$ cat src/rtl/program_loader_pkg.sv
// ---------------------------------------------------------------------------
// program_loader_pkg
// Shared definitions for the program loader, the CPU and the program memory:
// memory geometry, the HALT instruction word and the loader FSM encoding.
// ---------------------------------------------------------------------------
package program_loader_pkg;

  // Program-memory geometry. The instruction word is fixed at two bytes.
  localparam int PL_LEN_ADDR  = 11;
  localparam int PL_LEN_DATA  = 16;
  localparam int PL_RAM_DEPTH = 2048;

  // HALT: opcode 00000, operand 0. Writing it terminates a load.
  localparam logic [15:0] HALT_WORD = 16'h0000;

  // Loader FSM states.
  typedef enum logic [2:0] {
    ST_IDLE  = 3'd0,
    ST_LOW   = 3'd1,
    ST_HIGH  = 3'd2,
    ST_WRITE = 3'd3,
    ST_DONE  = 3'd4
  } state_t;

endpackage

$ cat src/rtl/program_loader.sv
// ---------------------------------------------------------------------------
// program_loader
// Assembles little-endian byte pairs from a UART receiver into instruction
// words and writes them to consecutive program-memory addresses from 0. The
// load ends after a HALT word or after the last memory location is written;
// the CPU is held in reset until then.
//
// Ports
//   clk         rising-edge clock
//   reset       synchronous, active-high reset
//   start       one-cycle pulse: begin or restart a load (beats rx_done)
//   rx_data     received byte, valid when rx_done is high
//   rx_done     one-cycle receive strobe
//   Wr          program-memory write strobe (high only in WRITE)
//   Addr        program-memory write address
//   Data        program-memory write data
//   cpu_reset   high in every state except DONE
//   done        high only in DONE
//   word_count  words written in this load, terminator included
//   overrun     sticky: a byte arrived during WRITE and was dropped
// ---------------------------------------------------------------------------
module program_loader
  import program_loader_pkg::*;
#(
  parameter int len_addr  = PL_LEN_ADDR,
  parameter int len_data  = PL_LEN_DATA,
  parameter int ram_depth = PL_RAM_DEPTH
) (
  input  logic                clk,
  input  logic                reset,
  input  logic                start,
  input  logic [7:0]          rx_data,
  input  logic                rx_done,
  output logic                Wr,
  output logic [len_addr-1:0] Addr,
  output logic [len_data-1:0] Data,
  output logic                cpu_reset,
  output logic                done,
  output logic [len_addr:0]   word_count,
  output logic                overrun
);

  localparam logic [len_addr-1:0] LAST_ADDR = len_addr'(ram_depth - 1);
  localparam logic [len_addr-1:0] ADDR_ONE  = len_addr'(1);
  localparam logic [len_addr:0]   COUNT_ONE = (len_addr + 1)'(1);

  state_t state;
  state_t state_next;

  // A write is the last one when it carries HALT or fills the top location;
  // this is also what keeps Addr from ever wrapping back to 0.
  logic last_word;
  assign last_word = (Data == len_data'(HALT_WORD)) || (Addr == LAST_ADDR);

  // Next-state logic. start overrides everything, including a byte that
  // arrives in the same cycle.
  always_comb begin
    // NOTE: every always_comb output gets a default first so no path can
    // leave it unassigned and infer a latch.
    state_next = state;
    if (start) begin
      state_next = ST_LOW;
    end else begin
      unique case (state)
        ST_IDLE:  state_next = ST_IDLE;
        ST_LOW:   if (rx_done) state_next = ST_HIGH;
        ST_HIGH:  if (rx_done) state_next = ST_WRITE;
        ST_WRITE: state_next = last_word ? ST_DONE : ST_LOW;
        ST_DONE:  state_next = ST_DONE;
        default:  state_next = ST_IDLE;
      endcase
    end
  end

  // State register together with byte assembly, addressing and counters.
  always_ff @(posedge clk) begin
    // NOTE: registers use non-blocking assignments so every flop samples
    // values from before this edge, independent of statement order.
    if (reset) begin
      state      <= ST_IDLE;
      Addr       <= '0;
      Data       <= '0;
      word_count <= '0;
      overrun    <= 1'b0;
    end else begin
      state <= state_next;
      if (start) begin
        // Abort: any half-assembled word is simply overwritten later.
        Addr       <= '0;
        word_count <= '0;
        overrun    <= 1'b0;
      end else begin
        unique case (state)
          ST_LOW:   if (rx_done) Data[7:0] <= rx_data;
          ST_HIGH:  if (rx_done) Data[len_data-1:8] <= rx_data;
          ST_WRITE: begin
            word_count <= word_count + COUNT_ONE;
            if (rx_done) overrun <= 1'b1;
            if (!last_word) Addr <= Addr + ADDR_ONE;
          end
          default: ;  // IDLE and DONE discard bytes and hold everything
        endcase
      end
    end
  end

  assign Wr        = (state == ST_WRITE);
  assign done      = (state == ST_DONE);
  assign cpu_reset = (state != ST_DONE);

endmodule

$ cat config.mk
export PLATFORM = sky130hd
export DESIGN_NAME = program_loader
export DESIGN_NICKNAME = d
export VERILOG_FILES = /design/src/rtl/program_loader_pkg.sv /design/src/rtl/program_loader.sv
export SDC_FILE = /design/constraint.sdc
export NUM_CORES = 1
export LEC_CHECK = 0
export ABC_AREA = 1
export ABC_CLOCK_PERIOD_IN_PS = 4350
export CAP_MARGIN = 20
export CORE_MARGIN = 2
export CORE_UTILIZATION = 35
export CTS_CLUSTER_DIAMETER = 80
export CTS_CLUSTER_SIZE = 20
export DETAILED_ROUTE_END_ITERATION = 10
export SLEW_MARGIN = 30
export SYNTH_ARGS = -nofsm -noshare
export SYNTH_HDL_FRONTEND = slang
export SYNTH_SLANG_ARGS = --single-unit
$ cat constraint.sdc
create_clock -name clk -period 4.35 [get_ports clk]
set_input_delay 0.87 -clock clk [delete_from_list [all_inputs] [get_ports clk]]
set_output_delay 0.87 -clock clk [all_outputs]
set_load 0.01 [all_outputs]
Word level (Yosys, flattened, before mapping)
Cells that the tools add are included.

Logic and storage cells: 35. Register bits: 43. Output and inout bits: 43.

$add $sub $neg: 2. Equal/unequal tests: 10. Bitwise logic cells: 2. Mux-type cells: 5. Reductions and logical operators: 9.

Operators by type and width (count): logical NOT 16 bit (1); adder 12 x 1 -> 12 bit, second input constant (1); case mux 3 bit (4 select lines) (1); adder 11 x 1 -> 11 bit, second input constant (1); == test 11 bit, second input constant (1); 2-to-1 mux 3 bit (3); inequality test 3 bit, second input constant (3); AND reduction 2 bit (4); == test 3 x 2 -> 1 bit, second input constant (2); AND reduction 3 bit (2); inequality test 2 bit, second input constant (2); == test 3 x 1 -> 1 bit, second input constant (1); == test 3 bit, second input constant (1); inverter 1 bit (2); OR reduction 2 bit (1); logical OR 1 bit (1); 2-to-1 mux 1 bit (1).

Longest topological paths before layout
Word-level depth: 5. Depth in mapped cells: 9.

Least setup slack after synthesis
No wires, ideal clock.

Kind: reg-to-output. Start point: register state[1]. End point: output port cpu_reset. Path slack: 2.569 ns. Arrival: 0.911 ns. Data required time: 3.480 ns. Path buffers: 0. Stages on the path, launching flop included: 3. Cells stage by stage: dfxtp_1 nor3_1 inv_1.

Longest elaborated chain between the ends: 1.

RTL lines: start, declared (line program_loader.sv:47) `state_t state;`; start signal, assigned (line program_loader.sv:86) `state <= state_next;`; inequality test 3 bit (line program_loader.sv:109) `assign cpu_reset = (state != ST_DONE);`; end, declared (line program_loader.sv:37) `output logic cpu_reset,`.

No other way between the ends.

Worst setup path after layout
Start point: register state[2]. End point: output port done.

Longest elaborated chain between the ends: 1.

RTL lines: == test 3 bit (line program_loader.sv:108) `assign done = (state == ST_DONE);`; end, declared (line program_loader.sv:38) `output logic done,`.

No other way between the ends.

==> run_results.csv <==
group,metric,value,unit
cells_and_area,finalNonFillerCells,411,
yosys,synth_top_cell_area_share,41.7,%
worst_setup_path,reg2reg_to,"Addr[3]",
yosys,avgSynthCellArea,7.34,µm²
worst_hold_path,min_path_type,"register to register",
worst_setup_path,crit_slowest_cell,"clkdlybuf4s50_1",
yosys,synth-edff-count,0,
worst_setup_path,ff2ff_path_depth,9,
worst_setup_path,cp_max_fo,5,
run_status,status,"completed",
placement,place_congestion,0.808,
worst_setup_path,crit_arrival,1.64,ns
global_route,gr-total-overflow,0,
global_route,track_usage,15.4,%
clocking,clk_latency,0.29,ns
worst_setup_path,crit_chain,"inv_1, nor3_1, clkdlybuf4s50_1",
yosys,synthFlopType,"dfxtp_1",
global_route,antenna_found_initial,0,
drt,via_count,1864,
cells_and_area,fill_cells,589,
yosys,ys_seq_area_share,41.7,%
drt,dr.pass1.iters,4,
worst_setup_path,cpPeakStageDelay,0.62,ns
yosys,ys_ff_latch,43,
timing,fin_setup_tns,0,ns
worst_hold_path,worstHoldEndpoint,"overrun",
clocking,htree_levels,2,
drt,viasPerCell,4.54,
clocking,clk_path_buf_depth,2,
yosys,synth-simple-area-share,32.4,%
power,cellLeakagePower,0.00104,µW
cells_and_area,diodes,0,
worst_setup_path,crit_type,"register to primary output",
drt,drt-total-wl,4670,µm
clocking,cts_hold_buf,0,
timing,finalWorstSetupSlack,1.84,ns
worst_setup_path,r2r_slack,2.64,ns
yosys,ys_warn_count,0,
timing,drv_slew,0,
placement,dp_cells,403,
yosys,synthXorXnorAreaFrac,3.40,%
drt,drc,0,
clocking,cts_inserted_buffers,5,
global_route,grt_pass1_vias,1799,
floorplanning,core_area,5610,µm²
power,ir_drop,0.137,mV
timing,hold_viol,0,
cells_and_area,fin_nets,352,
floorplanning,die_height,80.8,µm
worst_hold_path,hp-start,"overrun",
power,finalPower,726,µW
power,power_density,263,nW/µm²
yosys,synth_fa_ha_area_share,1.21,%
yosys,synth_cell_types,29,
yosys,yosysMostFrequentCell,"nor2_1",
drt,routedWlPerCell,11.4,µm
worst_hold_path,worstHoldPathCells,1,
yosys,ys_top_cells_by_count,"63 x nor2_1, 43 x dfxtp_1, 43 x nand2_1, 29 x inv_1, 25 x o21ai_0",
worst_setup_path,worstSetupEndpointType,"primary output",
job,max_cap_violations,0,
floorplanning,die_area,6520,µm²
timing,rsz0062_at_grt,"false",
yosys,syn_area,2060,µm²
timing,tightest_slew,0.600,ns
yosys,synthesis.nets,295,
cells_and_area,final_util,49.2,%
timing,max_freq,399,MHz
timing,post-route-period-util,57.7,%
worst_setup_path,critPathLaunchType,"register",
yosys,synth_top_family_by_area,"simple AND/OR/NAND/NOR gates",
yosys,async_reset_ff_share,0,%
placement,place_hpwl,3510,µm
floorplanning,io_pins,55,
yosys,synth_compound_area_share,13.0,%
worst_setup_path,r2r-start,"Addr[0]",
yosys,muxShareOfSynthArea,0,%
timing,max-slew-margin-rel,59.9,%
clocking,cts-root-buf,"clkbuf_8",
yosys,yosysTopAreaCell,"dfxtp_1",
cells_and_area,layout-drive-gt1-share,12.4,%
worst_setup_path,required,3.48,ns
timing,setup_viol,0,
floorplanning,initial_core_util,36.8,%
clocking,cts_setup_buffers,0,
clocking,clk_pin_slew,0.08,ns
timing,skew,0.00695,ns
yosys,synthTopCellsByArea,"dfxtp_1 42%, nor2_1 11%, nand2_1 7.8%",
clocking,cts_tree,"done",
drt,ant_nets,0,
placement,port_buffers,54,
floorplanning,die_x,80.8,µm
global_route,grt_max_degree,17,
drt,drt_iter0_drc,117,
clocking,cts_resized,0,
cells_and_area,area_growth,33.7,%
yosys,netlist_instances,281,
clocking,clkSinkCount,43,
placement,dpl_worst_slack,1.94,ns
floorplanning,num_rows,27,
global_route,grt_pass1_wl,7940,µm
timing,fin_crit,2.51,ns
## worst max-delay path, delay by kind of cell, from the launching register on
family | cells | cell delay [ns]
buffers and inverters | 2 | 0.72
and+or+nand+nor | 1 | 0.31
DFF | 1 | 0.32
## worst max-delay path by stage
stage                  start         to  slack [ns]  cells past startpoint
detailed placement   rx_done    Data[4]        1.94                      8
CTS                 state[2]         Wr        1.83                      4
global placement     rx_done    Data[0]        1.98                      8
global route        state[2]       done        1.73                      3
floorplan           state[1]  cpu_reset        2.57                      2
finish              state[2]       done        1.84                      3
## kinds of logic after synthesis
logic type                 count (synthesis)
and+or+nand+nor                          143
DFF                                       43
xor gates and xnor gates                   8
buffers and inverters                     38
AOI/OAI and AO/OA                         47
adders and majority gates                  2
## final cells by class
type | instances | area (µm²) | area share, %
Clock buffer | 8 | 100 | 3.63
Inverter | 33 | 125 | 4.54
Multi-Input combinational cell | 200 | 1030 | 37.4
Sequential cell | 43 | 861 | 31.2
Tap cell | 72 | 90.1 | 3.27
Timing Repair Buffer | 55 | 548 | 19.9
## layer usage
layer	global-route usage [%]	wire length, µm	vias to the layer above
li1	-	-	1005
met3	3.56	123	2
met4	5.93	40	0
met2	24.3	2130	31
met1	20.6	2380	826
met5	0	0	-
## state kept, by name, summed over array words and instances (netlist names)
| signal | cells |
|---|---|
| overrun | 1 |
| Addr | 11 |
| Data | 16 |
| word_count | 12 |
| state | 3 |
## power breakdown
part,switching [µW],internal (µW),leakage (µW),total (µW)
clock,129,145,0.0000515,274
combinational,26.8,23.2,0.000637,50.0
sequential,4.29,398,0.000347,402
## cell usage in the layout, fill, tap and decap left out, drive strengths merged, types with 2 or more instances in the layout
master          n
clkbuf          8
clkdlybuf4s50  54
a21oi          19
xnor2           2
dfxtp          43
xor2            6
nor2           68
inv            32
nor3            5
nand2          55
ha              2
nand3          12
nand4           2
o21ai          26
## through the flow
stage          hold slack, ns  cell area, µm²
5_1_grt                 0.513            2760
3_3_place_gp            0.469            2660
4_1_cts                 0.482            2760
2_1_floorplan           0.496            2060
6_report                0.475            2760
3_5_place_dp            0.452            2660
(Power assumes the default switching activity.)
